`src/rtl/stepped_core.sv`:
```
// -----------------------------------------------------------------------------
// stepped_core
// Multi-cycle demo processor. Each instruction is fetched from an external
// asynchronous-read ROM and walked through FETCH/DECODE/EXEC/WB, one state per
// prescaler tick. HALT parks the core in a terminal HALTED state.
//
// Ports
//   clk           rising-edge clock
//   rst           asynchronous, active-high reset
//   run           step enable; prescaler and FSM freeze while low
//   instruction   32-bit ROM word at `address` (combinational)
//   address       program counter
//   result        value of the last OUT instruction
//   result_valid  one-clock pulse when `result` is loaded
//   halted        high once HALT has executed, until reset
// -----------------------------------------------------------------------------
module stepped_core #(
    parameter int DATA_W   = 32,
    parameter int ADDR_W   = 3,
    parameter int REG_AW   = 4,
    parameter int PRESCALE = 30000000
) (
    input  logic              clk,
    input  logic              rst,
    input  logic              run,
    input  logic [31:0]       instruction,
    output logic [ADDR_W-1:0] address,
    output logic [DATA_W-1:0] result,
    output logic              result_valid,
    output logic              halted
);

    localparam int              NREGS   = 2 ** REG_AW;
    localparam int              CNT_W   = (PRESCALE > 1) ? $clog2(PRESCALE) : 1;
    localparam logic [CNT_W-1:0] CNT_MAX = CNT_W'(PRESCALE - 1);

    localparam logic [3:0] OP_ADDI = 4'h1;
    localparam logic [3:0] OP_ADD  = 4'h2;
    localparam logic [3:0] OP_SUB  = 4'h3;
    localparam logic [3:0] OP_AND  = 4'h4;
    localparam logic [3:0] OP_OR   = 4'h5;
    localparam logic [3:0] OP_XOR  = 4'h6;
    localparam logic [3:0] OP_BEQ  = 4'h7;
    localparam logic [3:0] OP_JMP  = 4'h8;
    localparam logic [3:0] OP_HALT = 4'hE;
    localparam logic [3:0] OP_OUT  = 4'hF;

    typedef enum logic [2:0] {
        S_FETCH,
        S_DECODE,
        S_EXEC,
        S_WB,
        S_HALTED
    } state_t;

    state_t             state_q;
    logic [CNT_W-1:0]   cnt_q, cnt_d;
    logic [ADDR_W-1:0]  pc_q, pc_d;
    logic [31:0]        ir_q;
    logic [DATA_W-1:0]  a_q, b_q, y_q, y_d;
    logic               eq_q;
    logic [DATA_W-1:0]  result_q;
    logic               result_valid_q;
    logic               halted_q;
    logic [DATA_W-1:0]  regs_q [NREGS];

    // Instruction fields
    logic [3:0]         opcode;
    logic [REG_AW-1:0]  ra, rb, rd;
    logic [15:0]        imm;
    logic [DATA_W-1:0]  sext_imm;
    logic [DATA_W-1:0]  rd_a, rd_b;
    logic               tick;
    logic               writes_rd;

    assign opcode   = ir_q[31:28];
    assign ra       = ir_q[24 +: REG_AW];
    assign rb       = ir_q[20 +: REG_AW];
    assign rd       = ir_q[16 +: REG_AW];
    assign imm      = ir_q[15:0];
    assign sext_imm = DATA_W'(signed'(imm));

    // Register 0 is hard-wired to zero on the read side.
    assign rd_a = (ra == '0) ? '0 : regs_q[ra];
    assign rd_b = (rb == '0) ? '0 : regs_q[rb];

    assign tick      = run && !halted_q && (cnt_q == CNT_MAX);
    assign writes_rd = (opcode >= OP_ADDI) && (opcode <= OP_XOR);

    always_comb begin
        // NOTE: every combinational output gets a default first so no path
        // through the block leaves it unassigned, which would infer a latch.
        cnt_d = cnt_q;
        if (run && !halted_q) begin
            cnt_d = tick ? '0 : cnt_q + CNT_W'(1);
        end
    end

    always_comb begin
        y_d = '0;
        unique case (opcode)
            OP_ADDI: y_d = a_q + sext_imm;
            OP_ADD:  y_d = a_q + b_q;
            OP_SUB:  y_d = a_q - b_q;
            OP_AND:  y_d = a_q & b_q;
            OP_OR:   y_d = a_q | b_q;
            OP_XOR:  y_d = a_q ^ b_q;
            default: y_d = '0;
        endcase
    end

    // The branch offset is sign-extended and then truncated to the PC width,
    // which is the same as adding its low ADDR_W bits modulo 2^ADDR_W.
    always_comb begin
        pc_d = pc_q + ADDR_W'(1);
        if (opcode == OP_BEQ && eq_q) begin
            pc_d = pc_q + imm[ADDR_W-1:0];
        end else if (opcode == OP_JMP) begin
            pc_d = imm[ADDR_W-1:0];
        end
    end

    always_ff @(posedge clk or posedge rst) begin
        if (rst) begin
            state_q        <= S_FETCH;
            cnt_q          <= '0;
            pc_q           <= '0;
            ir_q           <= '0;
            a_q            <= '0;
            b_q            <= '0;
            y_q            <= '0;
            eq_q           <= 1'b0;
            result_q       <= '0;
            result_valid_q <= 1'b0;
            halted_q       <= 1'b0;
            // NOTE: the register file is small and architecturally defined to
            // clear on reset, so it is built from flops rather than a RAM.
            for (int i = 0; i < NREGS; i++) begin
                regs_q[i] <= '0;
            end
        end else begin
            // NOTE: sequential state uses non-blocking assignments so every
            // register samples pre-edge values regardless of statement order.
            cnt_q          <= cnt_d;
            result_valid_q <= 1'b0;
            if (tick) begin
                unique case (state_q)
                    S_FETCH: begin
                        ir_q    <= instruction;
                        state_q <= S_DECODE;
                    end
                    S_DECODE: begin
                        a_q     <= rd_a;
                        b_q     <= rd_b;
                        state_q <= S_EXEC;
                    end
                    S_EXEC: begin
                        y_q     <= y_d;
                        eq_q    <= (a_q == b_q);
                        state_q <= S_WB;
                    end
                    S_WB: begin
                        if (writes_rd && rd != '0) begin
                            regs_q[rd] <= y_q;
                        end
                        pc_q <= pc_d;
                        if (opcode == OP_OUT) begin
                            result_q       <= a_q;
                            result_valid_q <= 1'b1;
                        end
                        if (opcode == OP_HALT) begin
                            halted_q <= 1'b1;
                            state_q  <= S_HALTED;
                        end else begin
                            state_q <= S_FETCH;
                        end
                    end
                    default: state_q <= state_q;
                endcase
            end
        end
    end

    assign address      = pc_q;
    assign result       = result_q;
    assign result_valid = result_valid_q;
    assign halted       = halted_q;

endmodule

```
`config.mk`:
```
export PLATFORM = sky130hd
export DESIGN_NAME = stepped_core
export DESIGN_NICKNAME = d
export VERILOG_FILES = /design/src/rtl/stepped_core.sv
export SDC_FILE = /design/constraint.sdc
export NUM_CORES = 2
export LEC_CHECK = 0
export BUFFER_PORTS_ARGS = -buffer_cell sky130_fd_sc_hd__buf_2
export CAP_MARGIN = 20
export CORE_UTILIZATION = 40
export DETAILED_ROUTE_END_ITERATION = 10
export GPL_TIMING_DRIVEN = 0
export SLEW_MARGIN = 40
export SYNTH_ARGS = -nofsm -noshare
export SYNTH_HDL_FRONTEND = slang
export SYNTH_SLANG_ARGS = --single-unit
```
`constraint.sdc`:
```
create_clock -name clk -period 43.1 [get_ports clk]
set_clock_uncertainty 0.05 [all_clocks]
set_input_delay 0 -clock clk [delete_from_list [all_inputs] [get_ports clk]]
set_output_delay 0 -clock clk [all_outputs]
set_load 0.03 [all_outputs]
```
==> impl_metrics.ini <==
[yosys]
synth_cell_types = 73
synth_common_cells = dfrtp_1 (706), mux2_2 (545), mux4_2 (236)
syn_area_per_cell_um2 = 12.4
synth_top_area_share_pct = 44.0
netlist_area_um2 = 40100
synth.top_cells.by_area = dfrtp_1 (44%), mux2_2 (15%), mux4_2 (13%)
synthFlopType = dfrtp_1
synth_top_cell_by_area = dfrtp_1
syn-num-nets = 3424
ys_warn_count = 0
synth.most_common_cell = dfrtp_1
syn_inst = 3250
async_flop_share_pct = 100
ys_ff_latch = 706
synth-seq-area-share_pct = 44.0
synth_edf_count = 0

[min_path]
hold_class = input pin to flop

[sta]
hold-worst-slack_ns = 0.0750
hold_viol_final = 0
period_share_pct = 13.3
min_period_ns = 5.72
slew_headroom_pct = 35.8
worst_slack_ns = 37.38
setup_viol = 0
drv_slew = 0
worst_pin_slew_ns = 0.963
max_freq_mhz = 175
rsz0062_at_grt = false
finalSetupTns_ns = 0

[floorplanning]
placementRows = 115
core_um2 = 98900
die_h_um = 319
die_area_um2 = 102000
die_w_um = 319
initial_core_util_pct = 40.6
pin_count = 72

[setup_path]
crit_start = ir_q[28]
crit_type = flop to flop
worstPathCellList = nand2b_1 -> nor3_2 -> clkbuf_1 -> mux2_2 -> ha_1 -> inv_1 -> fa_1 -> nor2b_1 -> o211ai_1 -> a31oi_1 -> o41ai_4 -> o21ai_0 -> nor2_1 -> xor2_1 -> o221ai_1 -> mux2_2
endpoint = y_q[22]
worstPathArrival_ns = 6.18
cp.required_ns = 43.56
r2r_start = ir_q[28]
worstReg2RegEnd = y_q[22]
critPathBufInv = 2
crit_family = compound AO/OA/AOI/OAI gates
crit_fanout = 10
cp_slowest_stage_delay_ns = 0.67
crit_top_cell = mux2_2
critPathLaunchType = flop
reg2reg_depth = 16
crit_path_end_kind = flop
rrSetupSlack_ns = 37.38
crit_cells = 16
cp_slowest_cell = o41ai_4

[layout]
drive_above_1_share_pct = 31.7
final_util_pct = 45.9
stdcell_area_um2 = 45300
syn2layout_area_growth_pct = 12.9
fillers = 8948
layout.nets = 3621

[clock_network]
post_cts_buffers = 0
cts_buffer_depth = 3
clk_pin_slew_ns = 0.06
clk_latency_ns = 0.64
cts-root-buf = clkbuf_16
cts-buffers-inserted = 76
htreeDepth = 3
cts_tree = done
cts_hold_buf = 35
cts_resized = 0
clock-sinks = 706

[grt]
grt_pass1_vias = 28500
overflow = 0
antenna_found_initial = 0
grt.total_usage_pct = 24.8
grt_max_degree = 81
grt_pass1_wl_um = 188000

[placed_design]
dp_hpwl_um = 94400
place.gp.congestion = 0.983
numPortBuffers = 71
pre_cts_ws_ns = 37.41
place_area_um2 = 42500

[detailed_routing]
avgViaCountPerCell = 5.88
routed_wl_um = 125000
num_vias = 28200
drc = 0
drt_iter0_markers = 2268
first_pass_iters = 7
avgRoutedWirePerCell_um = 26.1
ant_nets = 0

[power]
combPwrFrac_pct = 1.7
switchingPower_w = 0.000299
clkPwrFrac_pct = 48.7
p_sw_share_pct = 22.2
leakagePower_nw = 20.3
p_int_w = 0.00105
peakVddDrop_mv = 0.0268
power-per-cell-area_nw_per_um2 = 29.7
p_seq_share_pct = 49.5

[run_status]
status = finished, final reports clean

[run]
max-cap-violations = 0
==> worst reg2reg max path: cells and delay by family (launching register included) <==
kind	cells	cell delay, ns
XOR/XNOR	1	0.27
adder cells (fa/ha/maj)	2	0.40
AND/OR/NAND/NOR	4	1.20
flip-flops	1	0.45
buffers and inverters	2	0.63
AO/OA/AOI/OAI	5	1.87
multiplexers	2	0.72
==> power by group through the flow <==
| stage | registers (W) | logic, W | clock network, W |
|---|---|---|---|
| after floorplan | 0.000680 | 0.0000128 | 0 |
| after global placement | 0.000681 | 0.0000189 | 0 |
| after detailed placement | 0.000680 | 0.0000221 | 0 |
| after CTS | 0.000668 | 0.0000245 | 0.000669 |
| after global routing | 0.000668 | 0.0000273 | 0.000695 |
| final | 0.000668 | 0.0000234 | 0.000657 |
==> layout by cell type (no fill, tap or decap), types with 19 or more instances in the layout <==
cell             n
nand3_1         25
clkbuf_8        23
mux2_2         545
xor2_1          30
dfrtp_1        706
xnor2_1         46
dlygate4sd3_1   35
clkbuf_16       77
clkbuf_1       180
nand4_1         19
a21oi_1        170
o22ai_1         76
mux4_2         236
mux2i_1        158
o21ai_0        127
clkbuf_2        22
nor2_1         131
buf_2          135
inv_1          126
nand2_1        197
ha_1           136
nand2b_1        21
==> through the flow <==
stage                     std cells  total power [W]
final                          4796          0.00135
after global routing           4795          0.00139
after CTS                      4793          0.00136
after detailed placement       4619         0.000702
after global placement         4608         0.000700
after floorplan                3250         0.000693
==> how the worst min path moves through the flow <==
stage / end / cells past startpoint / startpoint
finish: ir_q[1] / 3 / instruction[1]
global route: ir_q[0] / 3 / instruction[0]
CTS: ir_q[1] / 3 / instruction[1]
detailed placement: cnt_q[23] / 2 / rst
global placement: ir_q[9] / 2 / instruction[9]
floorplan: ir_q[29] / 1 / instruction[29]
==> state kept, by name (all words and copies together) (netlist names) <==
signal and cells:
y_q 32, b_q 32, a_q 32, halted 1, result 32, eq_q 1, cnt_q 25, ir_q 32
result_valid 1, address 3, regs_q 512, state_q 3
==> final cells by class <==
cell class | instances | area [um2] | area share, %
tap | 1287 | 1610 | 3.55
antenna | 1 | 2.50 | 0.00552
timing repair buffer | 119 | 991 | 2.19
inverter | 127 | 484 | 1.07
sequential | 706 | 17700 | 39.0
clock inverter | 21 | 180 | 0.397
multi-input combinational | 2151 | 20900 | 46.1
clock buffer | 118 | 2310 | 5.10
buffer | 266 | 1200 | 2.64
==> logic make-up (layout without fill, tap and decap cells) <==
logic type                 count (synthesis)  count (layout)  share of synthesized area, %
and+or+nand+nor                          489             489                          5.71
adders and majority gates                139             139                          4.39
other                                      0               1                             0
xor gates and xnor gates                  76              76                          1.66
DFF                                      706             706                          44.0
AOI/OAI and AO/OA                        491             491                          7.29
buffers and inverters                    393             651                          4.01
muxes                                    956             956                          32.9
==> per-layer routing <==
layer	vias up	wire length [um]	global-route usage (%)	share of wire, %
li1	12400	-	-	-
met1	14600	54100	34.2	43
met2	983	58400	39.7	47
met3	209	8300	3.74	6.6
met4	0	4440	8.91	3.5
met5	-	0	0	0
No activity file was read; power rests on OpenSTA's default activity.
